==> src/rtl/bus_select_encoder_if.sv <==
// rtl/bus_select_encoder_if.sv - bus-source strobe / select-code interface
//
// Purpose: carries the source strobes and hold from the control unit to the
// select encoder, and the registered select code and debug flags back out.
//
// Signals:
//   src_out    strobe per source, bit i = source i wants the bus
//   hold       freeze the encoder's registered state for this cycle
//   sel        registered select code of the granted source
//   sel_valid  registered, at least one strobe was seen
//   multi_err  registered, more than one strobe was seen
//   err_count  saturating count of multi-hot cycles
//
// Modports: master = control-unit side, slave = encoder side.
interface bus_select_encoder_if #(
   parameter int NUM_SRC = 24,
   parameter int SEL_W   = 5,
   parameter int ERR_W   = 8
);
   logic [NUM_SRC-1:0] src_out;
   logic               hold;
   logic [SEL_W-1:0]   sel;
   logic               sel_valid;
   logic               multi_err;
   logic [ERR_W-1:0]   err_count;

   modport master (
      output src_out,
      output hold,
      input  sel,
      input  sel_valid,
      input  multi_err,
      input  err_count
   );

   modport slave (
      input  src_out,
      input  hold,
      output sel,
      output sel_valid,
      output multi_err,
      output err_count
   );
endinterface

==> src/rtl/bus_select_encoder.sv <==
// rtl/bus_select_encoder.sv - registered bus-source select encoder with arbitration
//
// Purpose: turns the per-source "drive bus" strobes into a registered mux
// select code. Multi-hot requests are resolved by fixed priority (lowest
// index) or round-robin, flagged on multi_err and counted in err_count.
//
// Ports:
//   clock  system clock, all state updates on the rising edge
//   clear  synchronous active-high reset, beats hold and src_out
//   bus    bus_select_encoder_if.slave: src_out/hold in,
//          sel/sel_valid/multi_err/err_count out (all registered)
module bus_select_encoder #(
   parameter int NUM_SRC = 24,
   parameter int SEL_W   = 5,
   parameter int RR_MODE = 0,
   parameter int ERR_W   = 8
) (
   input logic                 clock,
   input logic                 clear,
   bus_select_encoder_if.slave bus
);

   logic [NUM_SRC-1:0] req;
   logic [NUM_SRC-1:0] upper_req;
   logic [SEL_W-1:0]   rr_ptr;
   logic               any_req;
   logic               multi_req;
   logic [SEL_W-1:0]   grant_low;
   logic [SEL_W-1:0]   grant_up;
   logic [SEL_W-1:0]   grant;
   logic [SEL_W-1:0]   next_ptr;

   function automatic logic [SEL_W-1:0] lowest_set(input logic [NUM_SRC-1:0] v);
      logic [SEL_W-1:0] r;
      r = '0;
      for (int i = NUM_SRC - 1; i >= 0; i--) begin
         if (v[i]) r = SEL_W'(i);
      end
      return r;
   endfunction

   assign req     = bus.src_out;
   assign any_req = |req;
   // clearing the lowest set bit leaves something only if two or more were set
   assign multi_req = |(req & (req - NUM_SRC'(1)));

   // Round-robin: requests at or above the pointer take precedence; if there
   // are none the scan has wrapped, so the lowest request overall wins.
   always_comb begin
      upper_req = '0;
      for (int i = 0; i < NUM_SRC; i++) begin
         upper_req[i] = req[i] && (SEL_W'(i) >= rr_ptr);
      end
   end

   assign grant_low = lowest_set(req);
   assign grant_up  = lowest_set(upper_req);
   assign grant     = ((RR_MODE != 0) && (|upper_req)) ? grant_up : grant_low;

   // pointer wraps at NUM_SRC, not at the code width
   assign next_ptr = (grant == SEL_W'(NUM_SRC - 1)) ? '0 : grant + SEL_W'(1);

   always_ff @(posedge clock) begin
      if (clear) begin
         bus.sel       <= '0;
         bus.sel_valid <= 1'b0;
         bus.multi_err <= 1'b0;
         bus.err_count <= '0;
         rr_ptr        <= '0;
      end else if (!bus.hold) begin
         bus.sel_valid <= any_req;
         bus.multi_err <= multi_req;
         if (any_req) begin
            bus.sel <= grant;
            if (RR_MODE != 0) rr_ptr <= next_ptr;
         end
         if (multi_req && !(&bus.err_count)) begin
            bus.err_count <= bus.err_count + ERR_W'(1);
         end
      end
   end

endmodule

==> src/flat_wrapper.sv <==
// flat-port wrapper written by rule: the top's interface ports become plain ports
module bus_select_encoder_flat 
#(
   parameter int NUM_SRC = 24,
   parameter int SEL_W   = 5,
   parameter int RR_MODE = 0,
   parameter int ERR_W   = 8
)
  (clock, clear, bus_src_out, bus_hold, bus_sel, bus_sel_valid, bus_multi_err, bus_err_count);
  bus_select_encoder_if #(.NUM_SRC(NUM_SRC), .SEL_W(SEL_W), .ERR_W(ERR_W)) bus_i ();
  input logic clock;
  input logic clear;
  input wire logic [$bits(bus_i.src_out)-1:0] bus_src_out;
  input wire logic [$bits(bus_i.hold)-1:0] bus_hold;
  output wire logic [$bits(bus_i.sel)-1:0] bus_sel;
  output wire logic [$bits(bus_i.sel_valid)-1:0] bus_sel_valid;
  output wire logic [$bits(bus_i.multi_err)-1:0] bus_multi_err;
  output wire logic [$bits(bus_i.err_count)-1:0] bus_err_count;
  assign bus_i.src_out = bus_src_out;
  assign bus_i.hold = bus_hold;
  assign bus_sel = bus_i.sel;
  assign bus_sel_valid = bus_i.sel_valid;
  assign bus_multi_err = bus_i.multi_err;
  assign bus_err_count = bus_i.err_count;
  bus_select_encoder #(.NUM_SRC(NUM_SRC), .SEL_W(SEL_W), .RR_MODE(RR_MODE), .ERR_W(ERR_W)) u_core (.clock(clock), .clear(clear), .bus(bus_i));
endmodule
==> config.mk <==
export PLATFORM = sky130hd
export DESIGN_NAME = bus_select_encoder_flat
export DESIGN_NICKNAME = d
export VERILOG_FILES = /design/src/rtl/bus_select_encoder_if.sv /design/src/rtl/bus_select_encoder.sv /design/src/flat_wrapper.sv
export SDC_FILE = /design/constraint.sdc
export NUM_CORES = 1
export LEC_CHECK = 0
export BUFFER_PORTS_ARGS = -buffer_cell sky130_fd_sc_hd__buf_2
export CORE_AREA = 2 2 42 73
export DETAILED_ROUTE_END_ITERATION = 16
export DIE_AREA = 0 0 44 75
export PLACE_DENSITY = 0.68
export SLEW_MARGIN = 15
export SYNTH_ARGS = -nofsm -noshare
export SYNTH_HDL_FRONTEND = slang
export SYNTH_SLANG_ARGS = --single-unit
export TNS_END_PERCENT = 100
==> constraint.sdc <==
create_clock -name clock -period 3.7 [get_ports clock]
set_clock_uncertainty 0.1 [all_clocks]
set_input_delay 0.37 -clock clock [delete_from_list [all_inputs] [get_ports clock]]
set_output_delay 0.37 -clock clock [all_outputs]
set_load 0.01 [all_outputs]
==> run_results.csv, run 1 <==
group,metric,value,unit
status,status,"finished clean",
die,initial_core_util,43.49,%
logic_synthesis,ys_seq_area_share,25.67,%
sta,relSlewSlack,54.06,%
sta,max_freq,333.6,MHz
power_and_ir_drop,swShare,28.35,%
logic_synthesis,synth.distinct_cells,47,
placed_design,postPlaceCellArea,0.001390,mm2
routing,wl_per_cell,14.45,um
clock_tree,clock_sinks,15,
clock_tree,root_buffer,"clkbuf_8",
sta,rsz0062_at_grt,"false",
routing,ant_nets,0,
power_and_ir_drop,leakage,0.6200,nW
die,ios,42,
clock_tree,cts_tree,"done",
flow_run,max_cap_violations,0,
setup_path,worstPathRequired,3.73,ns
worst_hold_path,hp-start,"bus_hold",
sta,worst_pin_slew,0.6846,ns
sta,tns,0,ns
clock_tree,numCtsBuffers,3,
logic_synthesis,synth_edf_count,0,
setup_path,crit_fanout,8,
die,rows,25,
routing,drc,0,
logic_synthesis,syn_area_per_cell,7.958,um2
global_route,grt_util_all_layers,20.01,%
die,die_h,75,um
routing,drt-total-wl,3122,um
setup_path,startpoint,"bus_src_out[3]",
power_and_ir_drop,clkPwrFrac,33.4,%
routing,viasPerCell,6.088,
global_route,grt_pass1_vias,1208,
finish,areaGrowthSynthToFinish,22.78,%
routing,vias,1315,
logic_synthesis,syn_nets,175,
sta,report.final.hold_viol_count,0,
finish,fin_nets,218,
clock_tree,cts_resized,0,
worst_hold_path,hold_class,"in -> reg",
global_route,antenna_found_initial,0,
setup_path,regToRegSetupSlack,1.73,ns
placed_design,port_buffers,41,
global_route,grt_pass1_wl,5181,um
logic_synthesis,ys_ff_latch,15,
die,design.core.area,0.002690,mm2
logic_synthesis,synth_top_area_share,25.67,%
logic_synthesis,synth.largest_area_cell,"dfxtp_1",
global_route,overflow,0,
clock_tree,post_cts_buffers,0,
clock_tree,cts_hold_buf,0,
sta,final-setup-viol-count,0,
clock_tree,clk_pin_slew_worst_paths,0.06,ns
logic_synthesis,synthesis.area,0.001170,mm2
power_and_ir_drop,vdd_drop_max,0.1564,mV
clock_tree,clock_latency,0.24,ns
die,die_w,44,um
routing,drt-pass1-iter-count,4,
power_and_ir_drop,power_frac_comb,21.6,%
placed_design,gp_congestion,0.8839,
logic_synthesis,syn_inst,147,
logic_synthesis,synth_ff_type,"dfxtp_1",
placed_design,dpl.hpwl,2484,um
sta,fin_crit_sh,81.01,%
finish,num_antenna_cells,0,
routing,first_iter_violations,20,
power_and_ir_drop,p_int,0.2739,mW
global_route,grt_max_degree,21,
power_and_ir_drop,pwr-share-seq,45.0,%
logic_synthesis,synthTopCellsByArea,"dfxtp_1 (26%), nor2_1 (7.1%), or4_1 (5.8%), a21oi_1 (5.6%), nor4_2 (4.3%)",
setup_path,startpoint_type,"input port",
setup_path,reg2reg_depth,6,
logic_synthesis,synth_warnings,0,
power_and_ir_drop,powerDensity,266.2,mW/mm2
setup_path,r2r-start,"u_core.bus.err_count[4]$_SDFFE_PP0P_",
clock_tree,cts_buffer_depth,2,
logic_synthesis,synthArstFlopShare,0,%
setup_path,worstSetupPathType,"in -> reg",
setup_path,crit_path_end_kind,"flip-flop",
setup_path,worstPathArrival,3.03,ns
power_and_ir_drop,power_switching,0.1084,mW
sta,slew_viol_final,0,
setup_path,endpoint,"u_core.bus.err_count[6]$_SDFFE_PP0P_",
die,die_area,0.003300,mm2
finish,drive_gt1_share,30.16,%
sta,min_period,2.997,ns
setup_path,r2r-end,"u_core.bus.err_count[6]$_SDFFE_PP0P_",
finish,design_area,0.001436,mm2
clock_tree,h-tree-depth,1,
==> cell type report <==
cell class | instances | area, um2
timing repair buffer | 41 | 205.2
sequential | 15 | 300.3
inverter | 7 | 26.28
tap | 27 | 33.78
fill | 264 | 1254
clock buffer | 3 | 41.29
clock inverter | 1 | 5.005
multi-input combinational | 122 | 824.5
==> cells in the mapped netlist (all sizes together), types with 2 or more instances <==
cell	count
a2111oi	5
a211oi	3
a21o	2
a21oi	14
a221oi	3
and3	2
and4	2
clkbuf	2
dfxtp	15
inv	7
mux2	4
nand2	5
nand3	2
nand4	4
nor2	22
nor2b	5
nor3	4
nor4	6
o21ai	8
o21bai	2
or2	2
or4	9
==> worst min path at each step <==
stage	slack, ns	depth (start not counted)	end
2_1_floorplan	0.38	2	u_core.bus.sel[1]$_SDFFE_PP0P_
3_3_place_gp	0.34	2	u_core.bus.sel[1]$_SDFFE_PP0P_
3_5_place_dp	0.35	2	u_core.bus.sel[1]$_SDFFE_PP0P_
4_1_cts	0.31	3	u_core.bus.sel_valid$_SDFFE_PP0N_
5_1_grt	0.31	3	u_core.bus.sel_valid$_SDFFE_PP0N_
6_report	0.30	3	u_core.bus.sel_valid$_SDFFE_PP0N_
==> stage by stage <==
step / total power [mW] / instances / util [%] / setup slack [ns] / hold WS (ns)
global route: 0.4048 / 216 / 53.40 / 0.5707 / 0.3129
finish: 0.3824 / 216 / 53.40 / 0.7028 / 0.3007
detailed placement: 0.2569 / 212 / 51.67 / 0.4676 / 0.3492
global placement: 0.2543 / 212 / 51.67 / 0.5462 / 0.3428
floorplan: 0.2158 / 147 / - / 0.7448 / 0.3761
CTS: 0.3856 / 216 / 53.40 / 0.7221 / 0.3055
==> worst max-delay path: stages <==
cell and delay [ns]:
buf_2 0.14, nor4_2 0.49, nand4_2 0.22, or4_1 0.54
a222oi_1 0.37, and4_4 0.31, a21oi_4 0.10, and4_4 0.21
mux2_4 0.29
==> power groups by stage <==
stage          clock [mW]  sequential (mW)  combinational [mW]
6_report            0.128            0.172              0.0825
2_1_floorplan           0            0.177              0.0385
3_5_place_dp            0            0.175              0.0817
4_1_cts             0.132            0.172              0.0819
3_3_place_gp            0            0.175              0.0793
5_1_grt             0.140            0.173              0.0923
==> state kept, by name (all words and copies together), names as in the netlist <==
name                  count
u_core.bus.err_count      8
u_core.bus.multi_err      1
u_core.bus.sel            5
u_core.bus.sel_valid      1
==> cell families (layout without fill, tap and decap cells) <==
family | Yosys count | after routing | synth area share, %
compound gates | 46 | 46 | 28.02
xor+xnor | 2 | 2 | 1.498
flops | 15 | 15 | 25.67
fa+ha+maj | 2 | 2 | 1.925
mux | 5 | 5 | 5.026
buf+inv | 10 | 52 | 3.851
simple gates | 67 | 67 | 34.01
==> placed cells by master (no fill, tap or decap), types with 3 or more instances in the layout <==
| master | n |
|---|---|
| a211oi_1 | 3 |
| a2111oi_0 | 5 |
| nand4_1 | 3 |
| a21oi_1 | 13 |
| nand2_1 | 5 |
| nor2_1 | 22 |
| mux2_1 | 3 |
| nor2b_1 | 5 |
| clkbuf_8 | 3 |
| nor3_1 | 4 |
| inv_1 | 7 |
| nor4_2 | 4 |
| a221oi_1 | 3 |
| or4_1 | 9 |
| dfxtp_1 | 15 |
| o21ai_0 | 6 |
| buf_2 | 41 |
==> layer usage <==
layer	GRT usage, %	vias up	routed length [um]
li1	-	657	-
met1	21.38	618	1220
met2	38.40	38	1763
met3	3.597	2	128
met4	6.061	0	10
met5	0	-	0
Power figures use the tool's default switching activity.
==> run 2: changes to the inputs <==
Settings changed: CORE_AREA 2 2 42 73 to 2 2 42 74, DIE_AREA 0 0 44 75 to 0 0 44 76, PLACE_DENSITY 0.68 to 0.7.
Clock period 3.7 ns to 2.75 ns, I/O delays scaled along.
==> run_results.csv, run 2 (synthesis results as in run 1) <==
group,metric,value,unit
finish,final_util,58.23,%
clock_tree,cts_resized,0,
setup_path,worstPathRequired,2.79,ns
sta,worst_pin_slew,0.4441,ns
die,ios,42,
clock_tree,h-tree-depth,1,
setup_path,crit_path_end_kind,"flip-flop",
setup_path,startpoint,"bus_src_out[3]",
finish,fillerInstances,284,
routing,ant_nets,0,
finish,seq_area,300.3,um2
clock_tree,cts_buffer_depth,2,
routing,drc,0,
finish,layout_commonest_cell,"buf_2",
clock_tree,root_buffer,"clkbuf_8",
clock_tree,numCtsBuffers,3,
routing,drt-total-wl,3376,um
status,status,"finished clean",
global_route,antenna_found_initial,0,
finish,multi_input_area,850.8,um2
power_and_ir_drop,vdd_drop_max,0.1901,mV
global_route,grt_util_all_layers,22.35,%
routing,first_iter_violations,15,
power_and_ir_drop,powerDensity,334.2,mW/mm2
sta,report.final.hold_viol_count,0,
sta,hold_slack,0.2072,ns
die,rows,26,
sta,rsz0062_at_grt,"false",
setup_path,cp_slowest_stage_delay,0.51,ns
routing,vias,1410,
setup_path,regToRegSetupSlack,0.82,ns
die,die_area,0.003344,mm2
global_route,grt_max_degree,21,
routing,drt-pass1-iter-count,4,
worst_hold_path,hp-start,"bus_hold",
setup_path,crit_fanout,5,
setup_path,crit_slowest_cell,"or4_1",
power_and_ir_drop,leakage,0.7318,nW
setup_path,r2r-start,"u_core.bus.err_count[3]$_SDFFE_PP0P_",
global_route,overflow,0,
clock_tree,clock_sinks,15,
sta,slew_viol_final,0,
clock_tree,cts_tree,"done",
routing,wl_met1,1189,um
routing,topRoutingLayerUsed,"met4",
setup_path,worstPathArrival,2.61,ns
routing,viasPerCell,5.900,
flow_run,max_cap_violations,0,
finish,num_antenna_cells,0,
routing,wl_per_cell,14.13,um
clock_tree,clock_latency,0.25,ns
placed_design,gp_congestion,0.8638,
setup_path,crit_chain,"buf_2 -> nor4_4 -> nand4_2 -> or4_1 -> a222oi_1 -> and4_4 -> a21oi_4 -> and4_4 -> mux2_4",
finish,drive_gt1_share,37.44,%
setup_path,r2r-end,"u_core.bus.err_count[6]$_SDFFE_PP0P_",
die,design.core.area,0.002798,mm2
placed_design,port_buffers,41,
finish,mostFrequentLayoutCells,"buf_2 (41), nor2_1 (22), buf_4 (22)",
worst_hold_path,hold_class,"in -> reg",
global_route,grt_pass1_wl,5871,um
placed_design,dpl.cell_count,235,
setup_path,crit_path_frequent_cell,"and4_4",
finish,regMostFlops,"u_core.bus.err_count",
sta,relSlewSlack,70.40,%
routing,wl_met2,1904,um
die,die_w,44,um
finish,areaGrowthSynthToFinish,39.25,%
power_and_ir_drop,power,0.5445,mW
clock_tree,cts_hold_buf,0,
setup_path,startpoint_type,"input port",
clock_tree,clk_pin_slew_worst_paths,0.06,ns
sta,final-setup-viol-count,0,
die,initial_core_util,41.82,%
routing,wl_met3,128,um
finish,fin_cells,239,
setup_path,reg2reg_depth,6,
finish,fin_nets,240,
clock_tree,post_cts_buffers,0,
placed_design,dpl.hpwl,2827,um
finish,top_regs,"u_core.bus.err_count x8, u_core.bus.sel x5",
finish,largest_reg_flops,8,
sta,fin_crit_sh,93.64,%
sta,min_period,2.575,ns
setup_path,endpoint,"u_core.bus.err_count[6]$_SDFFE_PP0P_",
sta,max_freq,388.3,MHz
die,die_h,76,um
global_route,grt_pass1_vias,1452,
sta,tns,0,ns
setup_path,worstSetupPathType,"in -> reg",
==> run 2: layout make-up <==
class,count,area share (%)
sequential,15,18.43
timing repair buffer,63,22.73
multi-input combinational,122,52.23
inverter,7,1.613
tap,28,2.151
clock inverter,1,0.3072
clock buffer,3,2.535
==> run 2: how the worst min path moves through the flow <==
stage	end	slack, ns	depth (start not counted)
CTS	u_core.bus.sel_valid$_SDFFE_PP0N_	0.20	3
detailed placement	u_core.bus.sel[0]$_SDFFE_PP0P_	0.34	2
finish	u_core.bus.sel_valid$_SDFFE_PP0N_	0.21	3
global placement	u_core.bus.sel[1]$_SDFFE_PP0P_	0.34	2
global route	u_core.bus.sel_valid$_SDFFE_PP0N_	0.21	3
floorplan	u_core.bus.sel_valid$_SDFFE_PP0N_	0.32	2
==> run 2: layer usage <==
metal | up-vias | track usage, %
met1 | 658 | 20.79
met5 | - | 0
li1 | 703 | -
met3 | 12 | 2.844
met2 | 37 | 41.18
met4 | 0 | 15.45
==> run 2: critical path: cells and delay by family <==
kind,cells,cell delay [ns]
and+or+nand+nor,5,1.52
AOI/OAI and AO/OA,2,0.42
muxes,1,0.29
buffers and inverters,1,0.12
==> run 2: power by group <==
group / leakage [nW] / switching, mW / internal, mW
registers: 0.122 / 0.00639 / 0.225
clock network: 0.0255 / 0.0775 / 0.100
logic: 0.584 / 0.0742 / 0.0612
total: 0.732 / 0.158 / 0.386
==> run 2: stage by stage <==
stage | cell area, um2 | worst slack [ns]
2_1_floorplan | 1196 | 0.04843
3_3_place_gp | 1583 | -0.04841
3_5_place_dp | 1583 | -0.09911
4_1_cts | 1629 | 0.1664
5_1_grt | 1629 | 0.04589
6_report | 1629 | 0.1748
